--- config.mk ---
export PLATFORM = sky130hd
export DESIGN_NAME = pc_sequencer_flat
export DESIGN_NICKNAME = d
export VERILOG_FILES = /design/src/rtl/pc_sequencer_if.sv /design/src/rtl/pc_sequencer.sv /design/src/flat_wrapper.sv
export SDC_FILE = /design/constraint.sdc
export NUM_CORES = 1
export LEC_CHECK = 0
export BUFFER_PORTS_ARGS = -buffer_cell sky130_fd_sc_hd__buf_2
export CAP_MARGIN = 25
export CELL_PAD_IN_SITES_DETAIL_PLACEMENT = 1
export CELL_PAD_IN_SITES_GLOBAL_PLACEMENT = 2
export CORE_MARGIN = 1
export CORE_UTILIZATION = 27
export CTS_BUF_LIST = sky130_fd_sc_hd__clkbuf_16
export CTS_CLUSTER_DIAMETER = 40
export DETAILED_ROUTE_END_ITERATION = 8
export PLACE_DENSITY_LB_ADDON = 0.1
export SLEW_MARGIN = 25
export SYNTH_ARGS = -nofsm -noshare
export SYNTH_HDL_FRONTEND = slang
export SYNTH_SLANG_ARGS = --single-unit
--- constraint.sdc ---
create_clock -name clk -period 3.8 [get_ports clk]
set_input_delay 0.57 -clock clk [delete_from_list [all_inputs] [get_ports clk]]
set_output_delay 0.57 -clock clk [all_outputs]
set_load 0.03 [all_outputs]
--- src/rtl/pc_sequencer_if.sv ---
// -----------------------------------------------------------------------------
// pc_sequencer_if
// Groups the control and flow inputs of the program-counter sequencer together
// with the PC-side outputs that it returns.
//   master : driven by the controller / datapath. Drives the control and
//            operand fields, and reads back pc, pc_link, epc, pend_valid and
//            pc_misalign.
//   slave  : the sequencer itself.
// Signals
//   stall, beq_en, cmp_equal, imm_ext, jal_en, instr_index, jr_en, reg_jr,
//   exc_req, exc_pc, eret_en      : controller -> sequencer
//   pc, pc_link, epc, pend_valid,
//   pc_misalign                   : sequencer -> fetch / write-back / controller
// -----------------------------------------------------------------------------
interface pc_sequencer_if #(
  parameter int WIDTH = 32,
  parameter int IDX_W = 26
);
  logic             stall;
  logic             beq_en;
  logic             cmp_equal;
  logic [WIDTH-1:0] imm_ext;
  logic             jal_en;
  logic [IDX_W-1:0] instr_index;
  logic             jr_en;
  logic [WIDTH-1:0] reg_jr;
  logic             exc_req;
  logic [WIDTH-1:0] exc_pc;
  logic             eret_en;

  logic [WIDTH-1:0] pc;
  logic [WIDTH-1:0] pc_link;
  logic [WIDTH-1:0] epc;
  logic             pend_valid;
  logic             pc_misalign;

  // Controller side: drives the flow controls and observes the PC outputs
  modport master (
    output stall, beq_en, cmp_equal, imm_ext, jal_en, instr_index,
           jr_en, reg_jr, exc_req, exc_pc, eret_en,
    input  pc, pc_link, epc, pend_valid, pc_misalign
  );

  // Sequencer side
  modport slave (
    input  stall, beq_en, cmp_equal, imm_ext, jal_en, instr_index,
           jr_en, reg_jr, exc_req, exc_pc, eret_en,
    output pc, pc_link, epc, pend_valid, pc_misalign
  );
endinterface

--- src/rtl/pc_sequencer.sv ---
// -----------------------------------------------------------------------------
// pc_sequencer
// Registered program-counter sequencer for the MIPS core. It owns the PC
// register and picks the next PC for sequential flow, beq, j/jal and jr. A
// stall holds the PC. A redirect that arrives during a stall is parked in a
// one-entry pending buffer and taken on the first unstalled edge. Exceptions
// jump to a fixed vector and save the faulting PC in EPC. eret returns to EPC.
// Ports
//   clk     : rising-edge clock
//   rst_n   : asynchronous reset, active low
//   seq_if  : pc_sequencer_if.slave
//             inputs  stall, beq_en, cmp_equal, imm_ext, jal_en, instr_index,
//                     jr_en, reg_jr, exc_req, exc_pc, eret_en
//             outputs pc (registered), pc_link (pc+4, comb), epc (registered),
//                     pend_valid (registered), pc_misalign (comb)
// -----------------------------------------------------------------------------
module pc_sequencer #(
  parameter int               WIDTH    = 32,
  parameter int               IDX_W    = 26,
  parameter logic [WIDTH-1:0] RESET_PC = 32'h0000_3000,
  parameter logic [WIDTH-1:0] EXC_VEC  = 32'h0000_4180
) (
  input  logic           clk,
  input  logic           rst_n,
  pc_sequencer_if.slave  seq_if
);

  logic [WIDTH-1:0] pc_q,        pc_d;
  logic [WIDTH-1:0] epc_q,       epc_d;
  logic             pendValid_q, pendValid_d;
  logic [WIDTH-1:0] pendTgt_q,   pendTgt_d;

  logic [WIDTH-1:0] pcLink;
  logic [WIDTH-1:0] beqTgt;
  logic [WIDTH-1:0] jumpTgt;
  logic             redirValid;
  logic [WIDTH-1:0] redirTgt;

  // Sequential successor and the two PC-relative / region-relative targets.
  // The jump keeps the upper region bits of the current PC. All adds wrap
  // silently modulo 2^WIDTH.
  always_comb begin
    pcLink  = pc_q + WIDTH'(4);
    beqTgt  = pcLink + (seq_if.imm_ext << 2);
    jumpTgt = {pc_q[WIDTH-1:IDX_W+2], seq_if.instr_index, 2'b00};
  end

  // Non-exception redirect selection, with eret taking the highest priority
  // and jr the lowest. A beq with unequal operands is not a redirect.
  // Exceptions are handled separately in the next-state logic because they
  // also override stall.
  always_comb begin
    redirValid = 1'b1;
    redirTgt   = '0;
    if (seq_if.eret_en) begin
      redirTgt = epc_q;
    end else if (seq_if.beq_en && seq_if.cmp_equal) begin
      redirTgt = beqTgt;
    end else if (seq_if.jal_en) begin
      redirTgt = jumpTgt;
    end else if (seq_if.jr_en) begin
      redirTgt = seq_if.reg_jr;
    end else begin
      redirValid = 1'b0;
    end
  end

  // Next-state for PC, EPC and the pending-redirect buffer.
  // An exception beats everything, including stall. A stall with a redirect
  // parks that redirect and overwrites any older parked one. When unstalled,
  // a fresh redirect beats the parked one; otherwise the parked target is
  // consumed. Only then does the PC advance sequentially.
  always_comb begin
    pc_d        = pc_q;
    epc_d       = epc_q;
    pendValid_d = pendValid_q;
    pendTgt_d   = pendTgt_q;
    if (seq_if.exc_req) begin
      pc_d        = EXC_VEC;
      epc_d       = seq_if.exc_pc;
      pendValid_d = 1'b0;
    end else if (seq_if.stall) begin
      if (redirValid) begin
        pendTgt_d   = redirTgt;
        pendValid_d = 1'b1;
      end
    end else if (redirValid) begin
      pc_d        = redirTgt;
      pendValid_d = 1'b0;
    end else if (pendValid_q) begin
      pc_d        = pendTgt_q;
      pendValid_d = 1'b0;
    end else begin
      pc_d = pcLink;
    end
  end

  // State registers. The reset is asynchronous, so a reset during a stall or
  // with a parked redirect clears everything without waiting for an edge.
  always_ff @(posedge clk or negedge rst_n) begin
    if (!rst_n) begin
      pc_q        <= RESET_PC;
      epc_q       <= '0;
      pendValid_q <= 1'b0;
      pendTgt_q   <= '0;
    end else begin
      pc_q        <= pc_d;
      epc_q       <= epc_d;
      pendValid_q <= pendValid_d;
      pendTgt_q   <= pendTgt_d;
    end
  end

  // Outputs. A misaligned jr target is loaded as given. Raising the
  // resulting exception from pc_misalign is the controller's job.
  always_comb begin
    seq_if.pc          = pc_q;
    seq_if.pc_link     = pcLink;
    seq_if.epc         = epc_q;
    seq_if.pend_valid  = pendValid_q;
    seq_if.pc_misalign = (pc_q[1:0] != 2'b00);
  end

endmodule
--- src/flat_wrapper.sv ---
// flat-port wrapper written by rule: the top's interface ports become plain ports
module pc_sequencer_flat 
#(
  parameter int               WIDTH    = 32,
  parameter int               IDX_W    = 26,
  parameter logic [WIDTH-1:0] RESET_PC = 32'h0000_3000,
  parameter logic [WIDTH-1:0] EXC_VEC  = 32'h0000_4180
)
  (clk, rst_n, seq_if_stall, seq_if_beq_en, seq_if_cmp_equal, seq_if_imm_ext, seq_if_jal_en, seq_if_instr_index, seq_if_jr_en, seq_if_reg_jr, seq_if_exc_req, seq_if_exc_pc, seq_if_eret_en, seq_if_pc, seq_if_pc_link, seq_if_epc, seq_if_pend_valid, seq_if_pc_misalign);
  pc_sequencer_if #(.WIDTH(WIDTH), .IDX_W(IDX_W)) seq_if_i ();
  input  logic clk;
  input  logic rst_n;
  input wire logic [$bits(seq_if_i.stall)-1:0] seq_if_stall;
  input wire logic [$bits(seq_if_i.beq_en)-1:0] seq_if_beq_en;
  input wire logic [$bits(seq_if_i.cmp_equal)-1:0] seq_if_cmp_equal;
  input wire logic [$bits(seq_if_i.imm_ext)-1:0] seq_if_imm_ext;
  input wire logic [$bits(seq_if_i.jal_en)-1:0] seq_if_jal_en;
  input wire logic [$bits(seq_if_i.instr_index)-1:0] seq_if_instr_index;
  input wire logic [$bits(seq_if_i.jr_en)-1:0] seq_if_jr_en;
  input wire logic [$bits(seq_if_i.reg_jr)-1:0] seq_if_reg_jr;
  input wire logic [$bits(seq_if_i.exc_req)-1:0] seq_if_exc_req;
  input wire logic [$bits(seq_if_i.exc_pc)-1:0] seq_if_exc_pc;
  input wire logic [$bits(seq_if_i.eret_en)-1:0] seq_if_eret_en;
  output wire logic [$bits(seq_if_i.pc)-1:0] seq_if_pc;
  output wire logic [$bits(seq_if_i.pc_link)-1:0] seq_if_pc_link;
  output wire logic [$bits(seq_if_i.epc)-1:0] seq_if_epc;
  output wire logic [$bits(seq_if_i.pend_valid)-1:0] seq_if_pend_valid;
  output wire logic [$bits(seq_if_i.pc_misalign)-1:0] seq_if_pc_misalign;
  assign seq_if_i.stall = seq_if_stall;
  assign seq_if_i.beq_en = seq_if_beq_en;
  assign seq_if_i.cmp_equal = seq_if_cmp_equal;
  assign seq_if_i.imm_ext = seq_if_imm_ext;
  assign seq_if_i.jal_en = seq_if_jal_en;
  assign seq_if_i.instr_index = seq_if_instr_index;
  assign seq_if_i.jr_en = seq_if_jr_en;
  assign seq_if_i.reg_jr = seq_if_reg_jr;
  assign seq_if_i.exc_req = seq_if_exc_req;
  assign seq_if_i.exc_pc = seq_if_exc_pc;
  assign seq_if_i.eret_en = seq_if_eret_en;
  assign seq_if_pc = seq_if_i.pc;
  assign seq_if_pc_link = seq_if_i.pc_link;
  assign seq_if_epc = seq_if_i.epc;
  assign seq_if_pend_valid = seq_if_i.pend_valid;
  assign seq_if_pc_misalign = seq_if_i.pc_misalign;
  pc_sequencer #(.WIDTH(WIDTH), .IDX_W(IDX_W), .RESET_PC(RESET_PC), .EXC_VEC(EXC_VEC)) u_core (.clk(clk), .rst_n(rst_n), .seq_if(seq_if_i));
endmodule
==> results.yml, run 1 <==
yosys:
  syn_nets: 986
  synth_fa_ha_area_share_pct: 6.547
  synth-simple-area-share_pct: 16.80
  synth-seq-cells: 97
  syn_area_um2: 7186
  ys_warn_count: 0
  synth_edf_count: 0
  syn_area_per_cell_um2: 8.784
  synth.area.top_cells: "dfrtp_1 33%, mux2_2 7.4%, ha_1 6.3%"
  synth_compound_area_share_pct: 22.62
  synth-main-ff-cell: "dfrtp_1"
  netlist-cell-type-count: 77
  synth_most_common_cell: "nand2_1"
  synth_xor_xnor_area_share_pct: 6.547
  synthCells: 818
  yosysTopAreaCell: "dfrtp_1"
  yosys.area.top_type_share_pct: 33.08
  netlist_top_cells_count: "97 x nand2_1, 95 x dfrtp_1, 65 x a21oi_1"
  async_flop_share_pct: 100.0
  synthMuxAreaShare_pct: 9.194
  seq_area_frac_synth_pct: 33.82
  synth_top_family_by_area: "compound AO/OA/AOI/OAI gates"
min_path:
  hold_path_class: "in -> async"
die:
  core_area_um2: 26060
  start_util_pct: 27.57
  ios: 229
  die_area_um2: 27270
  die_h_um: 165.1
  die_w_um: 165.1
  rows: 59
global_route:
  grt_pass1_wl_um: 46680
  met1_usage_pct: 31.47
  grt_overflow: 0
  track_usage_pct: 23.09
  grt.busiest_layer: "met2"
  grt_pass1_vias: 7881
  antenna_found_initial: 1
  grt_max_degree: 49
  use_met2_pct: 38.87
  met3_usage_pct: 3.472
worst_setup_path:
  cp_slowest_stage_delay_ns: 0.52
  path_cells: "and4_4, nand2_2, or3_4, or2_4, xnor2_4, ha_2, buf_4, nand3_4, or4_4, a31o_1, and3_4, o31ai_4, o21ai_2, a221oi_2"
  r2r-end: "u_core.seq_if.pc[25]"
  rr_startpoint: "u_core.seq_if.pc[17]"
  critPathLaunchType: "register"
  cp.arrival_ns: 3.95
  path_max_fanout: 5
  cp-end-kind: "register"
  worstSetupPathType: "reg -> reg"
  ff2ff_setup_slack_ns: 0.12
  worstPathRequired_ns: 4.07
  reg2reg_depth: 14
  cp_slowest_cell: "or4_4"
clock_tree:
  htreeDepth: 3
  path_clk_slew_ns: 0.08
  cts_tree: "done"
  numCtsBuffers: 9
  cts_root_buffer: "clkbuf_16"
  clock_latency_ns: 0.36
  cts_buffer_depth: 2
  numClockSinks: 97
timing:
  finalMaxSlewViolations: 0
  fin_ws_ns: 0.1216
  tightest_slew_ns: 0.9309
  hold_violations: 0
  rsz0062_at_grt: "true"
  setup_viol: 0
  fmax_ghz: 0.2719
  finalCritPeriodShare_pct: 96.80
  final.min_clock_period_ns: 3.678
  slew-limit-headroom_pct: 37.94
  skew_ns: 0.01058
detailed_routing:
  wl_per_cell_um: 21.08
  avgViaCountPerCell: 5.115
  vias: 7626
  drt_iter0_markers: 278
  dr.pass1.iters: 4
  drc: 0
  routed_wl_um: 31430
  postRouteAntennaNets: 0
placed_design:
  dp_cells: 1455
  numPortBuffers: 226
  gp_congestion: 0.8353
  hpwl_um: 23520
  dp_slack_ns: -0.1992
layout:
  synthToLayoutAreaGrowth_pct: 49.70
  fin_cells: 1491
  seq_area_um2: 2447
  fillers: 3060
  drive_gt1_share_pct: 50.13
  nNetsFinal: 1318
  multi_input_area_um2: 5197
pwr:
  pwr_density_cell_nw_per_um2: 351.6
  peakVddDrop_mv: 0.1738
  leakagePower_nw: 4.974
run_status:
  outcome: "complete, no violations"
run:
  cap_violations: 0
-- layer usage --
metal | share of wire [%] | up-vias
li1 | - | 3655
met1 | 47 | 3794
met2 | 48 | 168
met3 | 4.7 | 9
met4 | 0.55 | 0
met5 | 0 | -
-- per-stage QoR --
stage / setup TNS (ns) / total power, mW / area (µm²) / utilization [%] / hold WS [ns]
2_1_floorplan: -0.01078 / 2.098 / 7435 / - / 0.2744
3_3_place_gp: -1.192 / 2.677 / 9757 / 37.44 / 0.4526
3_5_place_dp: -1.930 / 2.692 / 9757 / 37.44 / 0.4658
4_1_cts: -0.06619 / 3.713 / 10210 / 39.17 / 0.2370
5_1_grt: -0.1854 / 3.989 / 10750 / 41.27 / 0.2459
6_report: 0 / 3.782 / 10760 / 41.28 / 0.2112
-- flip-flops by register name (all words and copies together), names as in the netlist --
name / count
u_core.seq_if.pend_valid: 1
u_core.pendTgt_q: 32
u_core.seq_if.pc: 32
u_core.seq_if.epc: 32
-- cells in the final DEF, fill, tap and decap left out, types with 5 or more instances in the layout --
cell type	count
ha_1	18
xnor2_2	11
buf_6	6
a311oi_1	5
o211ai_1	9
clkbuf_16	9
mux2i_1	12
a211oi_1	5
inv_1	22
o21ai_1	11
a21oi_1	55
a21o_1	17
o21bai_1	5
ha_2	5
o21ai_0	30
a221oi_1	25
a221oi_2	5
buf_2	225
nand2_1	94
mux2_2	47
ha_4	13
o21ai_2	6
xnor2_1	21
dfrtp_2	14
nor2_4	5
nor2_1	53
a21oi_2	9
dfrtp_1	81
nand2b_1	11
xor2_1	12
buf_4	145
nand4_1	11
a221o_1	6
nor3_1	21
nand3_1	14
-- worst max-delay path: cells and delay by family (launching register included) --
family	cells	cell delay, ns
AOI/OAI and AO/OA	4	0.73
buffers and inverters	1	0.17
DFF	1	0.37
adders and majority gates	1	0.38
xor gates and xnor gates	1	0.15
and+or+nand+nor	7	1.80
-- where the power goes --
group	internal (mW)	leakage [nW]	switching [mW]	total (mW)
logic	0.664	3.66	0.887	1.55
clock network	0.512	0.144	0.458	0.971
registers	1.16	1.17	0.101	1.26
-- how the worst max path moves through the flow --
| stage | startpoint | to | slack, ns | cells past startpoint |
|---|---|---|---|---|
| after global placement | u_core.seq_if.pc[3] | u_core.pendTgt_q[31] | -0.15 | 19 |
| after CTS | u_core.seq_if.pc[3] | u_core.seq_if.pc[28] | -0.05 | 15 |
| final | u_core.seq_if.pc[17] | u_core.seq_if.pc[25] | 0.12 | 14 |
| after floorplan | u_core.seq_if.pc[2] | u_core.seq_if.pc[29] | -0.006 | 16 |
| after detailed placement | u_core.seq_if.pc[3] | u_core.seq_if.pc[31] | -0.20 | 18 |
| after global routing | u_core.seq_if.pc[17] | u_core.pendTgt_q[28] | -0.05 | 17 |
-- what timing repair did --
action | CTS | global route
pin swaps | 8 | 58
setup buffers | 1 | 19
endpoints found under the setup margin | 21 | 27
hold buffers | 0 | 0
gates resized for setup | 27 | 83
-- cell families after synthesis --
group                      after synthesis
xor gates and xnor gates                52
DFF                                     97
muxes                                   60
adders and majority gates               37
and+or+nand+nor                        257
AOI/OAI and AO/OA                      234
buffers and inverters                   81
-- layout make-up --
| type | instances | share of cell area (%) |
|---|---|---|
| Antenna cell | 1 | 0.02326 |
| Inverter | 25 | 0.8724 |
| Sequential cell | 97 | 22.75 |
| Multi-Input combinational cell | 640 | 48.32 |
| Timing Repair Buffer | 377 | 21.40 |
| Tap cell | 335 | 3.897 |
| Clock inverter | 7 | 0.6398 |
| Clock buffer | 9 | 2.094 |
Note: power is estimated with default switching activity, not from simulation.
==> run 2: changes to the inputs <==
- REMOVE_ABC_BUFFERS: unset -> 1
- clock period: 3.8 -> 3.2 ns (I/O delays scaled with it)
==> run 2 against run 1 <==
  * The run now ends with negative setup slack left
  * Final cell count grew 6.5%
  * Clock power grew 12%
  * Sequential share of layout area shrank 2.5 points
==> results.yml, run 2 (synthesized netlist as in run 1, its figures left out) <==
global_route:
  track_usage_pct: 25.26
  grt_max_degree: 56
  grt_pass1_vias: 8602
  grt_pass1_wl_um: 50520
  antenna_found_initial: 1
  grt_overflow: 0
timing:
  skew_ns: 0.01340
  hold_violations: 0
  finalMaxSlewViolations: 0
  final.min_clock_period_ns: 3.763
  setup_viol: 43
  finalCritPeriodShare_pct: 117.6
  tightest_slew_ns: 0.7920
  worst_hold_slack_ns: 0.1254
  fin_ws_ns: -0.5634
  fmax_ghz: 0.2657
  slew-limit-headroom_pct: 47.01
  rsz0062_at_grt: "true"
worst_setup_path:
  cp_slowest_stage_delay_ns: 0.40
  worstPathRequired_ns: 3.46
  r2r-end: "u_core.seq_if.pc[25]"
  worstSetupPathType: "reg -> reg"
  crit_top_cell: "buf_4"
  cp.arrival_ns: 4.03
  cp_slowest_cell: "or3_4"
  path_max_fanout: 3
  critPathLaunchType: "register"
  reg2reg_depth: 18
  cp-end-kind: "register"
  rr_startpoint: "u_core.seq_if.pc[17]"
  path_cells: "and4_4, nand2_4, or3_4, or2_4, nor2_2, xor2_1, ha_1, buf_4, nand3_2, nor2_1, a2bb2oi_2, a41oi_4, buf_4, buf_4, buf_4, o31ai_2, o21ai_1, a221oi_2"
  ff2ff_setup_slack_ns: -0.56
detailed_routing:
  vias: 8105
  postRouteAntennaNets: 0
  drt_iter0_markers: 287
  dr.pass1.iters: 4
  drc: 0
  routed_wl_um: 34350
  avgViaCountPerCell: 5.104
  wl_per_cell_um: 21.63
layout:
  layout_commonest_cell: "buf_4"
  finalInstanceArea_um2: 11990
  synthToLayoutAreaGrowth_pct: 66.88
  diodes: 0
  final_cell_mix: "232 x buf_4, 220 x buf_2, 94 x dfrtp_1"
  utilization_pct: 46.02
  drive_gt1_share_pct: 56.90
  nNetsFinal: 1416
run:
  cap_violations: 0
die:
  ios: 229
  start_util_pct: 27.57
  rows: 59
  die_h_um: 165.1
  core_area_um2: 26060
  die_w_um: 165.1
  die_area_um2: 27270
clock_tree:
  cts_root_buffer: "clkbuf_16"
  path_clk_slew_ns: 0.08
  cts_tree: "done"
  clock_latency_ns: 0.37
  htreeDepth: 3
  numCtsBuffers: 9
  hold_buffers: 0
  cts_buffer_depth: 2
  numClockSinks: 97
run_status:
  violations: "negative setup slack"
  outcome: "finished with violations"
placed_design:
  gp_congestion: 0.8992
  hpwl_um: 25270
  numPortBuffers: 226
  placed_area_um2: 10130
pwr:
  leakagePower_nw: 5.641
  peakVddDrop_mv: 0.2063
  pwr_density_cell_nw_per_um2: 398.7
min_path:
  hold_path_class: "in -> async"
run 2: critical path, delay by kind of cell, from the launching register on:
| family | cells | cell delay (ns) |
|---|---|---|
| xor gates and xnor gates | 1 | 0.20 |
| DFF | 1 | 0.38 |
| AOI/OAI and AO/OA | 5 | 0.96 |
| buffers and inverters | 4 | 0.56 |
| adders and majority gates | 1 | 0.28 |
| and+or+nand+nor | 7 | 1.30 |
run 2: metrics by stage:
stage                     TNS [ns]  power (mW)  worst slack [ns]  cells
after global routing        -23.17       5.028           -0.7125   1588
final                       -15.65       4.781           -0.5634   1588
after CTS                   -13.78       4.681           -0.5101   1573
after floorplan             -31.10       2.415            -1.093    762
after detailed placement    -26.98       3.334           -0.9552   1531
after global placement      -25.52       3.317           -0.9825   1531
run 2: how the worst max path moves through the flow:
stage	cells past startpoint	start	slack [ns]	endpoint
global route	20	u_core.seq_if.pc[3]	-0.71	u_core.seq_if.pc[20]
finish	18	u_core.seq_if.pc[17]	-0.56	u_core.seq_if.pc[25]
detailed placement	19	u_core.seq_if.pc[2]	-0.96	u_core.seq_if.pc[15]
CTS	16	u_core.seq_if.pc[3]	-0.51	u_core.seq_if.pc[28]
global placement	19	u_core.seq_if.pc[2]	-0.98	u_core.seq_if.pc[15]
floorplan	14	u_core.seq_if.pc[15]	-1.09	u_core.seq_if.pc[25]
run 2: layout make-up:
type                       count  area [µm²]
clock buffer                   9       225.2
clock inverter                 7       46.29
fill                        3075       14070
inverter                      25       93.84
multi-input combinational    640        5648
sequential                    97        2431
tap                          335       419.2
timing repair buffer         475        3128
run 2: layer usage:
layer | part of all wire (%) | track usage [%] | wire length, µm
met5 | 0.023 | 0 | 8
met4 | 2.0 | 8.757 | 688
met3 | 3.9 | 3.871 | 1342
met2 | 51 | 43.84 | 17390
met1 | 43 | 31.60 | 14920
run 2: power by group:
part | switching, mW | internal, mW
sequential | 0.118 | 1.37
clock | 0.564 | 0.530
combinational | 1.19 | 1.00
run 2: what timing repair did:
action	in CTS	in global routing
endpoints found under the hold margin	0	0
setup buffers	29	17
gates resized for setup	158	82
setup endpoints to repair	44	50
pin swaps	99	60
==> run 3: changes to the inputs <==
- REMOVE_ABC_BUFFERS: 1 -> unset
==> run 3 against run 2 <==
  * The flow still finishes with violations (negative setup slack)
  * Register-to-register slack improved by 0.05 ns
  * Critical endpoint is now u_core.seq_if.pc[28]
  * Clock-buffer cell count unchanged
  * Sequential power about the same
  * Worst setup slack improved by 0.050 ns
  * Utilization increased by 0.46 points
  * Power increased by 1.7%
  * Critical path type unchanged
  * Largest cell class unchanged
==> results.yml, run 3 (synthesized netlist as in run 1, its figures left out) <==
detailed_routing:
  routed_wl_um: 34080
  wl_per_cell_um: 21.72
  avgViaCountPerCell: 5.089
  vias: 7985
  postRouteAntennaNets: 0
  drt_iter0_markers: 346
  drc: 0
  dr.pass1.iters: 4
global_route:
  grt_max_degree: 68
  antenna_found_initial: 3
  grt_pass1_vias: 8450
  grt_overflow: 0
  track_usage_pct: 25.22
  grt_pass1_wl_um: 50790
die:
  core_area_um2: 26060
  die_h_um: 165.1
  ios: 229
  rows: 59
  die_area_um2: 27270
  start_util_pct: 27.57
  die_w_um: 165.1
worst_setup_path:
  worstSetupPathType: "reg -> reg"
  path_max_fanout: 4
  cp-end-kind: "register"
  cp_slowest_stage_delay_ns: 0.57
  critPathLaunchType: "register"
  cp.arrival_ns: 3.98
  ff2ff_setup_slack_ns: -0.51
  crit_top_cell: "nor3_1"
  path_cells: "and4_4, nand2_4, or3_4, or2_4, buf_6, xnor2_4, ha_4, a21o_1, a21oi_1, o21ai_1, nand3_1, nand2_1, a41oi_2, or4b_4, a32oi_2, nor3_1, nor3_1"
  worstPathRequired_ns: 3.47
  cp_slowest_cell: "or4b_4"
layout:
  seq_area_um2: 2447
  multi_input_area_um2: 5903
  drive_gt1_share_pct: 58.80
  nNetsFinal: 1396
  final_cell_mix: "222 x buf_2, 212 x buf_4, 85 x nand2_1"
  fillers: 3028
  utilization_pct: 46.47
  synthToLayoutAreaGrowth_pct: 68.54
  layout_commonest_cell: "buf_2"
clock_tree:
  numCtsBuffers: 9
  path_clk_slew_ns: 0.08
  hold_buffers: 0
  cts_root_buffer: "clkbuf_16"
  cts_tree: "done"
  htreeDepth: 3
  cts_buffer_depth: 2
  numClockSinks: 97
  clock_latency_ns: 0.37
timing:
  finalSetupTns_ns: -12.03
  final.min_clock_period_ns: 3.714
  finalMaxSlewViolations: 0
  fmax_ghz: 0.2693
  setup_viol: 40
  hold_violations: 0
  slew-limit-headroom_pct: 36.11
  tightest_slew_ns: 0.9583
  finalCritPeriodShare_pct: 116.0
  rsz0062_at_grt: "true"
  skew_ns: 0.01567
  fin_ws_ns: -0.5136
placed_design:
  numPortBuffers: 226
  gp_congestion: 0.8603
  hpwl_um: 25050
  dp_slack_ns: -0.7116
run:
  cap_violations: 0
pwr:
  leakagePower_nw: 5.623
  pwr_density_cell_nw_per_um2: 401.5
  p_total_mw: 4.862
  peakVddDrop_mv: 0.2781
run_status:
  violations: "negative setup slack"
  outcome: "finished with violations"
min_path:
  hold_path_class: "in -> async"
==> run 3: changes by cell type in the layout (fill, tap and decap cells not counted), sizes merged <==
cell      delta
clkinvlp     -2
buf         -20
diode        +1
bufinv       +1
inv          +1
==> run 3: metrics by stage <==
stage | area [µm²] | std cells | hold WS, ns
finish | 12110 | 1569 | 0.1529
global route | 12110 | 1568 | 0.2042
CTS | 11480 | 1547 | 0.1753
detailed placement | 10510 | 1511 | 0.4630
global placement | 10510 | 1511 | 0.4531
floorplan | 7786 | 818 | 0.1844
==> run 3: area by class of cell <==
| cell class | instances | area share (%) |
|---|---|---|
| Multi-Input combinational cell | 640 | 48.74 |
| Timing Repair Buffer | 455 | 24.34 |
| Sequential cell | 97 | 20.21 |
| Tap cell | 335 | 3.461 |
| Clock buffer | 9 | 1.860 |
| Inverter | 25 | 0.7955 |
| Clock inverter | 7 | 0.5682 |
| Antenna cell | 1 | 0.02066 |
==> run 3: where the power goes <==
| group | internal [mW] | total (mW) | switching, mW |
|---|---|---|---|
| Clock | 0.611 | 1.17 | 0.557 |
| Sequential | 1.38 | 1.49 | 0.109 |
| Combinational | 0.991 | 2.21 | 1.22 |
| Total | 2.98 | 4.86 | 1.88 |
==> run 3: worst max-delay path, delay by kind of cell (launching register included) <==
| family | cells | cell delay, ns |
|---|---|---|
| and+or+nand+nor | 9 | 2.00 |
| AOI/OAI and AO/OA | 5 | 0.63 |
| DFF | 1 | 0.38 |
| adders and majority gates | 1 | 0.30 |
| buffers and inverters | 1 | 0.15 |
| xor gates and xnor gates | 1 | 0.14 |
==> run 3: path summary, 6_finish.rpt <==
path	from	to	cells after the start
setup / recovery	u_core.seq_if.pc[17]	u_core.seq_if.pc[28]	17
hold / removal	rst_n	u_core.seq_if.epc[15]	1
setup reg to reg	u_core.seq_if.pc[17]	u_core.seq_if.pc[28]	17
hold reg to reg	u_core.pendTgt_q[8]	u_core.pendTgt_q[8]	2
max in group asynchronous	rst_n	u_core.seq_if.pend_valid	2
min in group clk	seq_if_exc_pc[11]	u_core.seq_if.epc[11]	3
==> run 3: metal layers <==
layer | up-vias | part of all wire (%) | GRT usage, %
li1 | 3795 | - | -
met1 | 3963 | 46 | 34.10
met2 | 190 | 47 | 41.61
met3 | 33 | 4.8 | 4.496
met4 | 4 | 1.7 | 5.671
met5 | - | 0.073 | 0
==> run 3: timing repair <==
item,4_1_cts,5_1_grt
cloned,0,0
setup endpoints to repair,43,48
gates resized for setup,106,87
setup buffers,21,24
endpoints found under the hold margin,0,0
pin swaps,54,79
